**config.mk**
```make
export PLATFORM = sky130hd
export DESIGN_NAME = pio_bus_ctrl_flat
export DESIGN_NICKNAME = d
export VERILOG_FILES = /design/src/rtl/pio_pkg.sv /design/src/rtl/pio_bus_ctrl_if.sv /design/src/rtl/pio_addr_decode.sv /design/src/rtl/pio_bus_ctrl.sv /design/src/flat_wrapper.sv
export SDC_FILE = /design/constraint.sdc
export NUM_CORES = 1
export LEC_CHECK = 0
export ABC_AREA = 1
export CORE_UTILIZATION = 35
export CTS_CLUSTER_SIZE = 8
export DETAILED_ROUTE_END_ITERATION = 10
export GPL_TIMING_DRIVEN = 0
export SYNTH_ARGS = -nofsm -noshare
export SYNTH_HDL_FRONTEND = slang
export SYNTH_SLANG_ARGS = --single-unit
```
**constraint.sdc**
```tcl
create_clock -name clk -period 2.6 [get_ports clk]
set_input_delay 0.52 -clock clk [delete_from_list [all_inputs] [get_ports clk]]
set_output_delay 0.52 -clock clk [all_outputs]
set_load 0.005 [all_outputs]
```
**src/rtl/pio_pkg.sv**
```systemverilog
// Shared definitions for the PIO host front end: action codes, register map
// and controller state encoding.
package pio_pkg;

   localparam logic [3:0] ACT_NONE  = 4'd0;
   localparam logic [3:0] ACT_INSTR = 4'd1;
   localparam logic [3:0] ACT_PEND  = 4'd2;
   localparam logic [3:0] ACT_PULL  = 4'd3;
   localparam logic [3:0] ACT_PUSH  = 4'd4;
   localparam logic [3:0] ACT_GRPS  = 4'd5;
   localparam logic [3:0] ACT_EN    = 4'd6;
   localparam logic [3:0] ACT_DIV   = 4'd7;
   localparam logic [3:0] ACT_IMM   = 4'd9;
   localparam logic [3:0] ACT_SHIFT = 4'd10;
   localparam logic [3:0] ACT_INTR  = 4'd11;

   localparam logic [7:0] INSTR_BASE = 8'h00;
   localparam logic [7:0] MREG_BASE  = 8'h20;
   localparam logic [7:0] TXF_BASE   = 8'h30;
   localparam logic [7:0] RXF_BASE   = 8'h34;
   localparam logic [7:0] IMM_BASE   = 8'h38;
   localparam logic [7:0] CTRL       = 8'h3C;
   localparam logic [7:0] INTR       = 8'h3D;
   localparam logic [7:0] VERSION    = 8'h3E;
   localparam logic [7:0] FSTAT      = 8'h3F;

   typedef enum logic [2:0] {
      S_IDLE,
      S_ISSUE,
      S_CAPTURE,
      S_WAIT,
      S_RESP,
      S_HOLD
   } state_t;

   // A FIFO op is blocked while its target machine's FIFO cannot take it.
   function automatic logic fifo_blocked(input logic [3:0] act,
                                         input logic [1:0] m,
                                         input logic [3:0] tx_full,
                                         input logic [3:0] rx_empty);
      return ((act == ACT_PUSH) && tx_full[m]) || ((act == ACT_PULL) && rx_empty[m]);
   endfunction

endpackage

```
**src/rtl/pio_bus_ctrl_if.sv**
```systemverilog
// Host request/response bus of the PIO front end; the host is the master.
interface pio_bus_ctrl_if;

   logic        req_valid;
   logic        req_ready;
   logic        req_write;
   logic [7:0]  req_addr;
   logic [31:0] req_wdata;
   logic        rsp_valid;
   logic [31:0] rsp_rdata;
   logic        rsp_err;

   modport master (
      output req_valid, req_write, req_addr, req_wdata,
      input  req_ready, rsp_valid, rsp_rdata, rsp_err
   );

   modport slave (
      input  req_valid, req_write, req_addr, req_wdata,
      output req_ready, rsp_valid, rsp_rdata, rsp_err
   );

endinterface

```
**src/rtl/pio_addr_decode.sv**
```systemverilog
// Combinational register-map decode: maps a host address and direction onto
// at most one PIO action, or flags the access as local or erroneous.
module pio_addr_decode
   import pio_pkg::*;
(
   input  logic [7:0] addr_i,
   input  logic       write_i,
   output logic [3:0] action_o,
   output logic [1:0] mindex_o,
   output logic [4:0] index_o,
   output logic       is_fifo_o,
   output logic       is_local_o,
   output logic       is_read_o,
   output logic       err_o
);

   always_comb begin
      action_o   = ACT_NONE;
      mindex_o   = 2'd0;
      index_o    = 5'd0;
      is_fifo_o  = 1'b0;
      is_local_o = 1'b0;
      is_read_o  = ~write_i;
      err_o      = 1'b0;

      if (addr_i[7:5] == INSTR_BASE[7:5]) begin
         if (write_i) begin
            action_o = ACT_INSTR;
            index_o  = addr_i[4:0];
         end else begin
            err_o = 1'b1;
         end
      end else if (addr_i[7:4] == MREG_BASE[7:4]) begin
         if (write_i) begin
            mindex_o = addr_i[3:2];
            case (addr_i[1:0])
               2'd0:    action_o = ACT_PEND;
               2'd1:    action_o = ACT_GRPS;
               2'd2:    action_o = ACT_DIV;
               default: action_o = ACT_SHIFT;
            endcase
         end else begin
            err_o = 1'b1;
         end
      end else if (addr_i[7:2] == TXF_BASE[7:2]) begin
         if (write_i) begin
            action_o  = ACT_PUSH;
            mindex_o  = addr_i[1:0];
            is_fifo_o = 1'b1;
         end else begin
            err_o = 1'b1;
         end
      end else if (addr_i[7:2] == RXF_BASE[7:2]) begin
         if (!write_i) begin
            action_o  = ACT_PULL;
            mindex_o  = addr_i[1:0];
            is_fifo_o = 1'b1;
         end else begin
            err_o = 1'b1;
         end
      end else if (addr_i[7:2] == IMM_BASE[7:2]) begin
         if (write_i) begin
            action_o = ACT_IMM;
            mindex_o = addr_i[1:0];
         end else begin
            err_o = 1'b1;
         end
      end else if (addr_i == CTRL) begin
         if (write_i) action_o = ACT_EN;
         else         err_o    = 1'b1;
      end else if (addr_i == INTR) begin
         if (!write_i) action_o = ACT_INTR;
         else          err_o    = 1'b1;
      end else if (addr_i == VERSION) begin
         // Version read still walks the PIO read path with a NONE action.
         if (write_i) err_o = 1'b1;
      end else if (addr_i == FSTAT) begin
         if (!write_i) is_local_o = 1'b1;
         else          err_o      = 1'b1;
      end else begin
         err_o = 1'b1;
      end
   end

endmodule

```
**src/rtl/pio_bus_ctrl.sv**
```systemverilog
// Host-facing front end that turns one bus request into at most one
// single-cycle PIO command, stalling FIFO ops until the FIFO can take them.
module pio_bus_ctrl
   import pio_pkg::*;
#(
   parameter int STALL_TIMEOUT = 255,
   parameter int HOLDOFF       = 2
) (
   input  logic         clk,
   input  logic         reset_n,
   pio_bus_ctrl_if.slave bus,
   output logic [3:0]   action,
   output logic [1:0]   mindex,
   output logic [4:0]   index,
   output logic [31:0]  din,
   input  logic [31:0]  dout,
   input  logic [3:0]   tx_full,
   input  logic [3:0]   rx_empty
);

   localparam int WAIT_W = $clog2(STALL_TIMEOUT + 1);
   localparam int HOLD_W = (HOLDOFF > 0) ? $clog2(HOLDOFF + 1) : 1;
   localparam logic [WAIT_W-1:0] WAIT_LAST = WAIT_W'(STALL_TIMEOUT - 1);
   localparam logic [HOLD_W-1:0] HOLD_LAST = HOLD_W'((HOLDOFF > 0) ? HOLDOFF - 1 : 0);

   state_t            state_q, state_d;
   logic [WAIT_W-1:0] wait_cnt_q, wait_cnt_d;
   logic [HOLD_W-1:0] hold_cnt_q, hold_cnt_d;

   logic [3:0]  lat_action_q, lat_action_d;
   logic [1:0]  lat_mindex_q, lat_mindex_d;
   logic [4:0]  lat_index_q, lat_index_d;
   logic [31:0] lat_wdata_q, lat_wdata_d;
   logic        lat_write_q, lat_write_d;
   logic        lat_read_q, lat_read_d;
   logic        lat_fifo_q, lat_fifo_d;

   logic [3:0]  action_q, action_d;
   logic [1:0]  mindex_q, mindex_d;
   logic [4:0]  index_q, index_d;
   logic [31:0] din_q, din_d;
   logic [31:0] rsp_rdata_q, rsp_rdata_d;
   logic        rsp_err_q, rsp_err_d;

   logic [3:0]  dec_action;
   logic [1:0]  dec_mindex;
   logic [4:0]  dec_index;
   logic        dec_fifo, dec_local, dec_read, dec_err;

   pio_addr_decode u_decode (
      .addr_i     (bus.req_addr),
      .write_i    (bus.req_write),
      .action_o   (dec_action),
      .mindex_o   (dec_mindex),
      .index_o    (dec_index),
      .is_fifo_o  (dec_fifo),
      .is_local_o (dec_local),
      .is_read_o  (dec_read),
      .err_o      (dec_err)
   );

   always_ff @(posedge clk or negedge reset_n) begin
      if (!reset_n) begin
         state_q      <= S_IDLE;
         wait_cnt_q   <= '0;
         hold_cnt_q   <= '0;
         lat_action_q <= ACT_NONE;
         lat_mindex_q <= '0;
         lat_index_q  <= '0;
         lat_wdata_q  <= '0;
         lat_write_q  <= 1'b0;
         lat_read_q   <= 1'b0;
         lat_fifo_q   <= 1'b0;
         action_q     <= ACT_NONE;
         mindex_q     <= '0;
         index_q      <= '0;
         din_q        <= '0;
         rsp_rdata_q  <= '0;
         rsp_err_q    <= 1'b0;
      end else begin
         state_q      <= state_d;
         wait_cnt_q   <= wait_cnt_d;
         hold_cnt_q   <= hold_cnt_d;
         lat_action_q <= lat_action_d;
         lat_mindex_q <= lat_mindex_d;
         lat_index_q  <= lat_index_d;
         lat_wdata_q  <= lat_wdata_d;
         lat_write_q  <= lat_write_d;
         lat_read_q   <= lat_read_d;
         lat_fifo_q   <= lat_fifo_d;
         action_q     <= action_d;
         mindex_q     <= mindex_d;
         index_q      <= index_d;
         din_q        <= din_d;
         rsp_rdata_q  <= rsp_rdata_d;
         rsp_err_q    <= rsp_err_d;
      end
   end

   // Command outputs are registered: loading them on the transition into
   // ISSUE makes them visible for exactly the ISSUE cycle.
   always_comb begin
      state_d      = state_q;
      wait_cnt_d   = wait_cnt_q;
      hold_cnt_d   = hold_cnt_q;
      lat_action_d = lat_action_q;
      lat_mindex_d = lat_mindex_q;
      lat_index_d  = lat_index_q;
      lat_wdata_d  = lat_wdata_q;
      lat_write_d  = lat_write_q;
      lat_read_d   = lat_read_q;
      lat_fifo_d   = lat_fifo_q;
      action_d     = ACT_NONE;
      mindex_d     = mindex_q;
      index_d      = index_q;
      din_d        = din_q;
      rsp_rdata_d  = rsp_rdata_q;
      rsp_err_d    = rsp_err_q;

      case (state_q)
         S_IDLE: begin
            if (bus.req_valid) begin
               lat_action_d = dec_action;
               lat_mindex_d = dec_mindex;
               lat_index_d  = dec_index;
               lat_wdata_d  = bus.req_wdata;
               lat_write_d  = bus.req_write;
               lat_read_d   = dec_read;
               lat_fifo_d   = dec_fifo;
               rsp_rdata_d  = '0;
               rsp_err_d    = 1'b0;
               if (dec_err) begin
                  rsp_err_d = 1'b1;
                  state_d   = S_RESP;
               end else if (dec_local) begin
                  rsp_rdata_d = {24'd0, rx_empty, tx_full};
                  state_d     = S_RESP;
               end else if (dec_fifo && fifo_blocked(dec_action, dec_mindex, tx_full, rx_empty)) begin
                  wait_cnt_d = '0;
                  state_d    = S_WAIT;
               end else begin
                  action_d = dec_action;
                  mindex_d = dec_mindex;
                  index_d  = dec_index;
                  if (bus.req_write) din_d = bus.req_wdata;
                  state_d  = S_ISSUE;
               end
            end
         end
         S_ISSUE: begin
            state_d = lat_read_q ? S_CAPTURE : S_RESP;
         end
         S_CAPTURE: begin
            rsp_rdata_d = dout;
            state_d     = S_RESP;
         end
         S_WAIT: begin
            if (!fifo_blocked(lat_action_q, lat_mindex_q, tx_full, rx_empty)) begin
               action_d = lat_action_q;
               mindex_d = lat_mindex_q;
               index_d  = lat_index_q;
               if (lat_write_q) din_d = lat_wdata_q;
               state_d  = S_ISSUE;
            end else if (wait_cnt_q == WAIT_LAST) begin
               rsp_err_d = 1'b1;
               state_d   = S_RESP;
            end else begin
               wait_cnt_d = wait_cnt_q + WAIT_W'(1);
            end
         end
         S_RESP: begin
            hold_cnt_d = '0;
            state_d    = (lat_fifo_q && (HOLDOFF > 0)) ? S_HOLD : S_IDLE;
         end
         S_HOLD: begin
            if (hold_cnt_q == HOLD_LAST) state_d = S_IDLE;
            else                         hold_cnt_d = hold_cnt_q + HOLD_W'(1);
         end
         default: state_d = S_IDLE;
      endcase
   end

   assign bus.req_ready = (state_q == S_IDLE) && reset_n;
   assign bus.rsp_valid = (state_q == S_RESP);
   assign bus.rsp_rdata = rsp_rdata_q;
   assign bus.rsp_err   = rsp_err_q;

   assign action = action_q;
   assign mindex = mindex_q;
   assign index  = index_q;
   assign din    = din_q;

endmodule

```
**src/flat_wrapper.sv**
```systemverilog
// flat-port wrapper written by rule: the top's interface ports become plain ports
module pio_bus_ctrl_flat import pio_pkg::*;
#(
   parameter int STALL_TIMEOUT = 255,
   parameter int HOLDOFF       = 2
)
  (clk, reset_n, action, mindex, index, din, dout, tx_full, rx_empty, bus_req_valid, bus_req_write, bus_req_addr, bus_req_wdata, bus_req_ready, bus_rsp_valid, bus_rsp_rdata, bus_rsp_err);
  pio_bus_ctrl_if bus_i ();
  input  logic clk;
  input  logic reset_n;
  output logic [3:0] action;
  output logic [1:0] mindex;
  output logic [4:0] index;
  output logic [31:0] din;
  input  logic [31:0] dout;
  input  logic [3:0] tx_full;
  input  logic [3:0] rx_empty;
  input wire logic [$bits(bus_i.req_valid)-1:0] bus_req_valid;
  input wire logic [$bits(bus_i.req_write)-1:0] bus_req_write;
  input wire logic [$bits(bus_i.req_addr)-1:0] bus_req_addr;
  input wire logic [$bits(bus_i.req_wdata)-1:0] bus_req_wdata;
  output wire logic [$bits(bus_i.req_ready)-1:0] bus_req_ready;
  output wire logic [$bits(bus_i.rsp_valid)-1:0] bus_rsp_valid;
  output wire logic [$bits(bus_i.rsp_rdata)-1:0] bus_rsp_rdata;
  output wire logic [$bits(bus_i.rsp_err)-1:0] bus_rsp_err;
  assign bus_i.req_valid = bus_req_valid;
  assign bus_i.req_write = bus_req_write;
  assign bus_i.req_addr = bus_req_addr;
  assign bus_i.req_wdata = bus_req_wdata;
  assign bus_req_ready = bus_i.req_ready;
  assign bus_rsp_valid = bus_i.rsp_valid;
  assign bus_rsp_rdata = bus_i.rsp_rdata;
  assign bus_rsp_err = bus_i.rsp_err;
  pio_bus_ctrl #(.STALL_TIMEOUT(STALL_TIMEOUT), .HOLDOFF(HOLDOFF)) u_core (.clk(clk), .reset_n(reset_n), .bus(bus_i), .action(action), .mindex(mindex), .index(index), .din(din), .dout(dout), .tx_full(tx_full), .rx_empty(rx_empty));
endmodule
```
==> results.sh, run 1 <==
export IMPL_grt_usage_pct=20.2
export IMPL_routed_wl_um=19800
export IMPL_setup_tns_ns=0
export IMPL_antenna_cells=0
export IMPL_min_path_type="in2async"
export IMPL_dr_max_layer_used="met4"
export IMPL_cp_arrival_ns=1.94
export IMPL_portBuffers=160
export IMPL_grt_pass1_wl_um=31400
export IMPL_fin_worst_skew_ns=0.00671
export IMPL_status="finished, final reports clean"
export IMPL_path_class="reg2out"
export IMPL_p_leak_nw=4.63
export IMPL_cts_htree_levels=4
export IMPL_fin_nets=1146
export IMPL_insertion_delay_ns=0.42
export IMPL_finalInstanceArea_sq_um=9640
export IMPL_gp_congestion=0.887
export IMPL_async_reset_ff_share_pct=100
export IMPL_initial_core_util_pct=35.9
export IMPL_ys_seq_elements=135
export IMPL_synth_area_sq_um=6740
export IMPL_met2_length_um=9320
export IMPL_avgRoutedWirePerCell_um=15.2
export IMPL_end_kind="output pin"
export IMPL_ys_flop_type="dfrtp_1"
export IMPL_syn_num_nets=942
export IMPL_dieWidth_um=141
export IMPL_cts_buffers=17
export IMPL_grt_max_degree=74
export IMPL_cts_sink_count=135
export IMPL_drc=0
export IMPL_dieArea_sq_um=19800
export IMPL_clock_path_buffers=2
export IMPL_startpoint="u_core.state_q[1]"
export IMPL_clk_pin_slew_ns=0.06
export IMPL_cts_tree="built"
export IMPL_start_kind="flop"
export IMPL_synth_warnings=0
export IMPL_fin_crit_sh_pct=94.6
export IMPL_synthCells=850
export IMPL_avgSynthCellArea_sq_um=7.93
export IMPL_synth_seq_area_share_pct=50.1
export IMPL_clk_root_buffer_cell="clkbuf_16"
export IMPL_wl_met1_um=9030
export IMPL_worst_ep_required_time_ns=2.08
export IMPL_timing_final_ws_setup_ns=0.139
export IMPL_worst_pin_slew_ns=1.06
export IMPL_num_io_pins=162
export IMPL_rows=50
export IMPL_syn_to_final_growth_pct=43.1
export IMPL_setup_violations_final=0
export IMPL_synth_edf_count=0
export IMPL_drt_initial_drc_count=414
export IMPL_worst_path_max_fanout=6
export IMPL_stdcell_count=1300
export IMPL_drv_cap=0
export IMPL_via_count=6374
export IMPL_die_h_um=141
export IMPL_period_needed_ns=2.46
export IMPL_grt_pass1_vias=6089
export IMPL_layout_drive_gt1_share_pct=10.4
export IMPL_yosys_cell_types_count=36
export IMPL_viasPerCell=4.90
export IMPL_antenna_found_initial=0
export IMPL_placed_cell_area_sq_um=8660
export IMPL_max_freq_mhz=406
export IMPL_overflow=0
export IMPL_ant_nets=0
export IMPL_rrSetupSlack_ns=0.23
export IMPL_timing_hold_ws_ns=0.0379
export IMPL_met3_length_um=1190
export IMPL_max_slew_margin_pct=28.8
export IMPL_power_density_nw_per_um2=857
export IMPL_hold_viol_final=0
export IMPL_dp_hpwl_um=13900
export IMPL_fin_util_pct=51.4
export IMPL_core_sq_um=18800
export IMPL_vdd_ir_drop_worst_mv=0.505
export IMPL_finalPower_mw=8.26
export IMPL_first_pass_iters=5
export IMPL_dp_cells=1245
export IMPL_place_ws_ns=-0.466
export IMPL_r2r_start="u_core.state_q[1]"
export IMPL_drv_slew=0
cells by family (layout without fill, tap and decap cells):
group                    count (synthesis)  count (layout)  synth area share (%)
AND/OR/NAND/NOR                        438             438                  29.2
AO/OA/AOI/OAI                          136             136                  10.8
flip-flops                             135             135                  50.1
buffers and inverters                  128             344                  7.74
adder cells (fa/ha/maj)                  8               8                  1.49
XOR/XNOR                                 5               5                 0.650
placed cells by master, fill, tap and decap left out, drive strengths merged, types with 2 or more instances in the layout:
master | Yosys | routed
clkbuf | 33 | 56
nand2 | 271 | 271
xor2 | 3 | 3
o21ai | 109 | 109
a21oi | 7 | 7
nand4 | 37 | 37
xnor2 | 2 | 2
nor3 | 10 | 10
nand3 | 73 | 73
inv | 80 | 81
bufinv | 0 | 4
nand3b | 2 | 2
clkdlybuf4s50 | 0 | 153
buf | 14 | 35
dlymetal6s2s | 0 | 6
o31ai | 5 | 5
dfrtp | 135 | 135
clkinv | 1 | 6
nor2 | 45 | 45
o22ai | 5 | 5
ha | 8 | 8
clkinvlp | 0 | 2
o211ai | 4 | 4
Yosys cell counts (6+ instances only):
cell	n	area share [%]
ha_1	8	1.5
o21ai_1	7	0.52
clkbuf_1	33	1.8
buf_2	6	0.45
dfrtp_1	135	50
nand3_1	67	5.0
a21oi_1	7	0.52
nand2_1	264	15
inv_1	75	4.2
nor3_1	10	0.74
nand4_1	37	3.4
o21ai_0	102	7.6
nor2_1	35	1.9
report_power, final:
part,total [mW],switching (mW),internal (mW)
registers,2.99,0.273,2.71
logic,2.71,1.43,1.28
clock network,2.57,0.944,1.62
total,8.26,2.65,5.62
registers in the layout (all words and copies together), names as in the netlist, 4 cells and up:
name                  count
u_core.index              5
u_core.action             4
u_core.lat_index_q        5
u_core.lat_action_q       4
u_core.wait_cnt_q         8
u_core.din               32
u_core.bus.rsp_rdata     32
u_core.lat_wdata_q       32
critical path: stages, from the launching register on:
cell and delay [ns]:
dfrtp_1 0.39, nor2_1 0.11, inv_1 0.09, nor2_4 0.18
inv_1 0.12, nor2_1 0.10, clkdlybuf4s50_1 0.53
path summary, 6_finish.rpt:
path / endpoint / cells after the start
worst max-delay path: bus_req_ready / 6
worst min-delay path: u_core.wait_cnt_q[1] / 2
worst max register to register: u_core.lat_wdata_q[0] / 9
worst min register to register: u_core.din[5] / 2
max in group asynchronous: u_core.lat_wdata_q[21] / 2
min in group clk: u_core.din[5] / 2
routing by layer:
metal	vias up	track usage [%]
li1	3187	-
met1	2989	27.4
met2	172	32.9
met3	26	4.04
met4	0	5.61
met5	-	0
area by class of cell:
cell class | instances | area, sq um
Inverter | 81 | 304
Clock inverter | 12 | 176
Fill cell | 1805 | 9120
Buffer | 46 | 229
Sequential cell | 135 | 3380
Timing Repair Buffer | 186 | 1900
Tap cell | 234 | 293
Clock buffer | 19 | 443
Multi-Input combinational cell | 587 | 2920
timing repair:
action,CTS,global route
resized for setup,2,37
gates cloned,0,2
hold buffers,3,0
hold endpoints to repair,7,0
endpoints found under the setup margin,8,58
buffers inserted,2,18
pin swaps,1,7
No activity file was read; power rests on OpenSTA's default activity.
==> run 2: changes to the inputs <==
Settings changed: CAP_MARGIN from default to 20, CORE_MARGIN from default to 2.
==> results.sh, run 2 (synthesized netlist as in run 1, its figures left out) <==
export IMPL_status="finished, final reports clean"
export IMPL_grt_max_degree=77
export IMPL_hold_viol_final=0
export IMPL_grt_pass1_wl_um=31500
export IMPL_final_cell_mix="nand2_1 (261), clkdlybuf4s50_1 (151), dfrtp_1 (135)"
export IMPL_cts_sink_count=135
export IMPL_cts_buffers=17
export IMPL_avgRoutedWirePerCell_um=14.9
export IMPL_routed_wl_um=19600
export IMPL_die_h_um=143
export IMPL_final_common_cell="nand2_1"
export IMPL_clk_pin_slew_ns=0.07
export IMPL_dieWidth_um=143
export IMPL_ant_nets=0
export IMPL_via_count=6304
export IMPL_worst_ep_required_time_ns=2.08
export IMPL_rsz0062_at_grt="no"
export IMPL_cts_htree_levels=4
export IMPL_insertion_delay_ns=0.43
export IMPL_clk_root_buffer_cell="clkbuf_16"
export IMPL_syn_to_final_growth_pct=40.5
export IMPL_start_kind="flop"
export IMPL_vdd_ir_drop_worst_mv=0.465
export IMPL_timing_hold_ws_ns=0.000374
export IMPL_p_leak_nw=4.52
export IMPL_clock_path_buffers=2
export IMPL_first_pass_iters=5
export IMPL_worst_path_max_fanout=6
export IMPL_rows=50
export IMPL_fin_crit_sh_pct=94.5
export IMPL_core_sq_um=18800
export IMPL_grt_pass1_vias=6181
export IMPL_fin_nets=1132
export IMPL_path_class="reg2out"
export IMPL_antenna_found_initial=0
export IMPL_period_needed_ns=2.46
export IMPL_end_kind="output pin"
export IMPL_worst_pin_slew_ns=1.04
export IMPL_timing_final_ws_setup_ns=0.143
export IMPL_cts_tree="built"
export IMPL_postCtsHoldBufs=0
export IMPL_min_path_type="in2async"
export IMPL_portBuffers=160
export IMPL_drt_initial_drc_count=359
export IMPL_num_io_pins=162
export IMPL_grt_usage_pct=19.7
export IMPL_cp_arrival_ns=1.94
export IMPL_dp_hpwl_um=14200
export IMPL_nFillCells=1834
export IMPL_fin_worst_skew_ns=0.0104
export IMPL_max_freq_mhz=407
export IMPL_place_ws_ns=-0.501
export IMPL_gp_congestion=0.912
export IMPL_setup_violations_final=0
export IMPL_drv_cap=0
export IMPL_viasPerCell=4.80
export IMPL_dieArea_sq_um=20400
export IMPL_drv_slew=0
export IMPL_initial_core_util_pct=35.8
export IMPL_overflow=0
export IMPL_max_slew_margin_pct=30.1
export IMPL_antenna_cells=0
export IMPL_power_density_nw_per_um2=847
export IMPL_drc=0
export IMPL_layout_drive_gt1_share_pct=8.64
-- run 2: cell types whose count changed in the layout (fill, tap and decap cells not counted), sizes merged --
cell / previous run / this run
buf: 35 / 25
bufinv: 4 / 2
clkbuf: 56 / 53
clkdlybuf4s50: 153 / 151
clkinvlp: 2 / 4
dlygate4sd3: 1 / 0
dlymetal6s2s: 6 / 8
inv: 81 / 82
-- run 2: critical path: stages, from the launching register on --
cell and delay, ns:
dfrtp_1 0.32, clkbuf_1 0.27, inv_1 0.09, nor2_1 0.23, clkdlybuf4s50_1 0.59
-- run 2: worst paths after layout --
check / start / end / slack (ns) / depth (start not counted)
setup reg to reg: u_core.state_q[2] / u_core.din[7] / 0.24 / 9
max in group asynchronous: reset_n / u_core.lat_wdata_q[23] / 2.02 / 2
setup / recovery: u_core.state_q[2] / bus_rsp_valid / 0.14 / 4
hold reg to reg: u_core.din[6] / u_core.din[6] / 0.47 / 2
min in group clk: u_core.din[6] / u_core.din[6] / 0.47 / 2
hold / removal: reset_n / u_core.din[19] / 0.0004 / 1
-- run 2: through the flow --
step	cells	utilization, %	area [sq um]	setup TNS, ns	power (mW)
global route	1313	50.3	9470	0	8.60
CTS	1306	49.6	9340	0	8.09
floorplan	850	-	6740	0	4.26
global placement	1270	46.0	8670	-652.28	5.51
finish	1313	50.3	9470	0	8.02
detailed placement	1271	46.2	8700	-22.04	5.56
-- run 2: timing repair --
| item | 4_1_cts | 5_1_grt |
|---|---|---|
| resized for setup | 3 | 19 |
| endpoints found under the setup margin | 32 | 49 |
| gates cloned | 0 | 2 |
| pin swaps | 2 | 9 |
| setup buffers | 3 | 5 |
-- run 2: cell type report --
cell class | instances | area, sq um | share of cell area [%]
Buffer | 47 | 218 | 2.30
Clock buffer | 19 | 453 | 4.78
Clock inverter | 13 | 148 | 1.56
Inverter | 81 | 304 | 3.21
Multi-Input combinational cell | 587 | 2870 | 30.4
Sequential cell | 135 | 3380 | 35.7
Tap cell | 260 | 325 | 3.44
Timing Repair Buffer | 171 | 1770 | 18.7
-- run 2: report_power, final --
group | total, mW | leakage (nW) | internal [mW] | switching [mW]
Combinational | 2.61 | 2.46 | 1.20 | 1.41
Sequential | 2.97 | 1.77 | 2.71 | 0.261
Clock | 2.44 | 0.282 | 1.47 | 0.968
-- run 2: metal layers --
layer	global-route usage, %	part of all wire, %
met5	0	0
met4	5.21	1.0
met3	5.03	5.7
met2	31.6	47
met1	26.6	46
==> variant 1, RTL diff (config.mk and constraints of run 1) <==
Change the package constant `ACT_DIV` from 4'd7 to 4'd5.
--- a/src/rtl/pio_pkg.sv
+++ b/src/rtl/pio_pkg.sv
@@ -10,5 +10,5 @@
    localparam logic [3:0] ACT_GRPS  = 4'd5;
    localparam logic [3:0] ACT_EN    = 4'd6;
-   localparam logic [3:0] ACT_DIV   = 4'd7;
+   localparam logic [3:0] ACT_DIV   = 4'd5;
    localparam logic [3:0] ACT_IMM   = 4'd9;
    localparam logic [3:0] ACT_SHIFT = 4'd10;
Behaviour: not the same (Yosys sat finds a counterexample within 4 cycles, from zero or initial values and one cycle with reset_n low).
==> variant 1 against run 1 <==
- critical path depth is 8 higher
- sequential cell count stayed put
- design area is 1.7% lower
- maximum frequency is 0.55% lower
- power is 1.2% higher
- count of clock-buffer cells in the layout is 3 higher
- setup slack worse by 0.014 ns
- combinational power is 6% higher
- wire length is 3.2% lower
- area after synthesis is 0.78% lower
- sequential share of layout area is 0.59 points higher
- critical path type is now in2reg
- largest power group unchanged
==> variant 1: results (changes against run 1) <==
* Worst EP arrival at 2.78 ns (+0.84 ns)
* Met2 Use GR at 0.322 (-0.00756)
* Resize count post-CTS at 4 (+2)
* Post-CTS Setup Repair Bufs at 1 (-1)
* Worst-Skew Late Latency at 0.41 ns
* Net Switching at 0.00271 W (+2.3%)
* Initial antenna violation count at 0 (unchanged)
* Critical R2R Launch: u_core.state_q[2]
* Worst-margin pin slew at 0.984 ns (-0.0750 ns)
* Post-synthesis sequential area ratio at 0.505 (+0.00394)
* Placed cell areas at 8620 um2 (-0.49%)
* Detail Placement HPWL at 13600 um (-1.6%)
* Reg2reg path depth at 5 (-4)
* Met2 Wirelength at 9030 um (-3.1%)
* Routed met3 length at 630 um (-47%)
* Ranking of synthesized cells by area: dfrtp_1, nand2_1, o21ai_0, inv_1, nand4_1
* Tightest hold margin at 0.0349 ns (-0.00305 ns)
* Overall routing resource usage at 0.199 (-0.00373)
* Worst R2R End: u_core.bus.rsp_rdata[20]
* First-pass GRT wire length at 30500 um (-2.8%)
* Main synth FF type: dfrtp_1
* Post-Route Skew at 0.00650 ns (-0.000215 ns)
* M3 GR Usage at 0.0325 (-0.00794)
* Layout cell share with drive strength beyond 1 at 0.108 (+0.00393)
* Power Dens Cells at 881 nW/um2 (+2.9%)
* Top layer in use: met4
* Number of distinct library cells after synthesis at 41 (+14%)
* TritonRoute pass-1 iters at 4 (-1)
* Dpl cells at 1203 (-3.4%)
* Crit path max fanout at 10 (+4)
* R2R Setup Slk at 0.30 ns (+0.07 ns)
* GR Util met1 at 0.272 (-0.00195)
* Synthesized instance count at 807 (-5.1%)
* VDD IR-drop max at 0.454 mV (-10%)
* Routed wire length at 19200 um (-3.2%)
* Vias per cell at 4.86 (-0.84%)
* Reg power frac at 0.366 (+0.004)
* Mux contribution to synthesized area at 0 (unchanged)
* Synth top cells by count: nand2_1, dfrtp_1, o21ai_0, inv_1, nor2_1
* Diodes inserted at 0 (unchanged)
* Nets at 1096 (-4.4%)
* Max stage delay on crit path at 0.56 ns (+0.03 ns)
* Port bufs at 161 (+0.63%)
* Status: finished, final reports clean
* Filler Cell Count at 1766 (-2.2%)
* DR iter-0 viols at 343 (-17%)
* Syn_nets at 898 (-4.7%)
* Synth Area in Compound Gates at 0.130 (+0.0220)
* Post-Place Worst Slack at -0.469 ns (-0.00328 ns)
* Static Leak at 4.50 nW (-2.8%)
* Pin count of the biggest net entering global routing at 48 (-35%)
* Post-Synth Adder-Cell Area at 0.0131 (-0.00175)
* Post-Layout Cell Count at 1252 (-3.7%)
* Number of global-route vias before repair at 5790 (-4.9%)
* Metal-1 WL at 9250 um (+2.4%)
* Gate power share at 0.343 (+0.015)
* Num CTS Buffers at 17 (unchanged)
* Post-synthesis xor/xnor area fraction at 0.00786 (+0.00136)
* GP Congestion at 0.837 (-5.7%)
variant 1: layout make-up:
| cell class | instances | area (um2) | area share |
|---|---|---|---|
| Buffer | 41 | 225 | 0.0237 |
| Clock buffer | 22 | 484 | 0.0511 |
| Clock inverter | 10 | 119 | 0.0125 |
| Inverter | 78 | 293 | 0.0309 |
| Multi-Input combinational cell | 553 | 2860 | 0.302 |
| Sequential cell | 135 | 3380 | 0.356 |
| Tap cell | 234 | 293 | 0.0309 |
| Timing Repair Buffer | 179 | 1830 | 0.193 |
variant 1: worst max path at each step:
stage	cells past startpoint	to	start	slack [ns]
2_1_floorplan	17	u_core.mindex[1]	bus_req_addr[0]	0.48
3_3_place_gp	1	u_core.bus.rsp_rdata[3]	reset_n	-4.64
3_5_place_dp	18	u_core.mindex[0]	bus_req_addr[0]	-0.47
4_1_cts	18	u_core.din[21]	bus_req_addr[0]	-0.0001
5_1_grt	5	bus_req_ready	reset_n	0.02
6_report	14	u_core.din[5]	bus_req_write	0.13
==> variant 2, RTL diff (settings of run 1) <==
Made on the original files. The 6 states of `state_t` get a one-hot encoding in 6 bits.
--- a/src/rtl/pio_pkg.sv
+++ b/src/rtl/pio_pkg.sv
@@ -25,11 +25,11 @@
    localparam logic [7:0] FSTAT      = 8'h3F;
 
-   typedef enum logic [2:0] {
-      S_IDLE,
-      S_ISSUE,
-      S_CAPTURE,
-      S_WAIT,
-      S_RESP,
-      S_HOLD
+   typedef enum logic [5:0] {
+      S_IDLE    = 6'b000001,
+      S_ISSUE   = 6'b000010,
+      S_CAPTURE = 6'b000100,
+      S_WAIT    = 6'b001000,
+      S_RESP    = 6'b010000,
+      S_HOLD    = 6'b100000
    } state_t;
 
Formal check against the unedited RTL: no difference found for any inputs over 4 cycles, from zero or initial values and one cycle with reset_n low; so few cycles prove little.
==> variant 2 against run 1 <==
- power grew 11%
- largest power group unchanged
- sequential share of layout area rose by 0.058 points
- design area is 2.1% higher
- wire length is 0.76% lower
- clock skew up 0.0030 ns
- sequential cell count increased by 3
- register-to-register slack worse by 0.10 ns
- setup slack lost 0.032 ns
- utilization rose by 0.73 points
- area after synthesis rose by 1.4%
- global-route usage decreased by 0.22 points
- clock power grew 4%
- cell count decreased by 1.5%
- critical endpoint is now u_core.din[27]
- die area grew 1.4%
==> variant 2: results (changes against run 1) <==
* Crit path max fanout at 10 (+4)
* Filler Cell Count at 1792 (-0.72%)
* GP Congestion at 0.890 (+0.29%)
* Placed cell areas at 8790 um2 (+1.5%)
* Post-synthesis sequential area ratio at 0.505 (+0.00419)
* Post-Route Skew at 0.00967 ns (+0.00295 ns)
* Pin count of the biggest net entering global routing at 52 (-30%)
* Overall routing resource usage at 0.200 (-0.00219)
* Wirelength per Cell at 15.4 um (+0.79%)
* Status: finished, final reports clean
* Detail Placement HPWL at 13600 um (-1.9%)
* Max Cap Viol at 0 (unchanged)
* TritonRoute pass-1 iters at 7 (+2)
* Static Leak at 4.63 nW (about the same)
* Via count at 6225 (-2.3%)
* Syn_nets at 902 (-4.2%)
* Async set-reset flop share out of synthesis at 1.00 (unchanged)
* Layout cell share with drive strength beyond 1 at 0.132 (+0.0282)
* Reg2reg path depth at 12 (+3)
* Met2 Use GR at 0.314 (-0.0149)
* Number of global-route vias before repair at 6014 (-1.2%)
* Number of distinct library cells after synthesis at 41 (+14%)
* DR iter-0 viols at 354 (-14%)
* Max stage delay on crit path at 0.51 ns (-0.02 ns)
* Slew HR at 0.487 (+0.198)
* First-pass GRT wire length at 31100 um (-0.97%)
* GR Util met1 at 0.260 (-0.0137)
* Worst EP arrival at 2.80 ns (+0.86 ns)
* Nets at 1099 (-4.1%)
==> variant 2: routing by layer <==
layer / vias up / part of all wire
met3: 23 / 0.087
met2: 214 / 0.44
met1: 2937 / 0.45
li1: 3051 / -
met5: - / 0
met4: 0 / 0.014
==> variant 2: repair_timing <==
item                       in CTS  in global routing
hold buffers                    0                  0
buffers inserted                3                  9
cloned                          1                  4
setup endpoints to repair      75                 57
pin swaps                       2                  8
gates resized for setup        16                 50
==> variant 2: path summary, 6_finish.rpt <==
path	from	endpoint	slack, ns
min reg2reg	u_core.lat_wdata_q[6]	u_core.lat_wdata_q[6]	0.48
min in group clk	u_core.lat_wdata_q[6]	u_core.lat_wdata_q[6]	0.48
max reg2reg	u_core.state_q[0]	u_core.din[27]	0.13
min	reset_n	u_core.hold_cnt_q[0]	0.03
max in group asynchronous	reset_n	u_core.bus.rsp_err	1.77
max	bus_req_write	u_core.din[27]	0.11
==> variant 2: cells by family after synthesis <==
logic type,share of synthesized area
mux,0.0381
xor+xnor,0.00256
simple gates,0.239
fa+ha+maj,0.0146
compound gates,0.127
buf+inv,0.0734
flops,0.505
==> variant 2: worst reg2reg max path, stage by stage (launching register included) <==
cell and delay, ns:
dfstp_2 0.53, inv_1 0.07, nor4_4 0.32, buf_4 0.23, nand2_2 0.17, nand2_1 0.18, nand2_1 0.11, nor2_4 0.19
buf_12 0.14, nand3b_4 0.12, clkbuf_16 0.19, nand2_1 0.05, o21ai_1 0.06
==> variant 2: power by group <==
group / switching, W / internal [W] / total [W]
sequential: 0.000388 / 0.00286 / 0.00325
clock: 0.00102 / 0.00166 / 0.00268
combinational: 0.00165 / 0.00159 / 0.00325
==> variant 2: cell type report <==
type / count / share of cell area
Buffer: 36 / 0.0235
Multi-Input combinational cell: 549 / 0.305
Sequential cell: 138 / 0.351
Clock inverter: 14 / 0.0212
Timing Repair Buffer: 177 / 0.188
Inverter: 88 / 0.0335
Clock buffer: 18 / 0.0446
Tap cell: 260 / 0.0330
==> variant 2: per-stage QoR <==
step	instances	power, W	util	hold slack [ns]	setup slack [ns]
final	1280	0.00918	0.521	0.0299	0.107
after CTS	1267	0.00907	0.505	0.0497	0.0171
after global placement	1230	0.00621	0.464	0.461	-4.89
after global routing	1280	0.00977	0.521	0.0705	-0.00457
after detailed placement	1231	0.00625	0.465	0.465	-0.612
after floorplan	810	0.00476	-	0.224	0.369
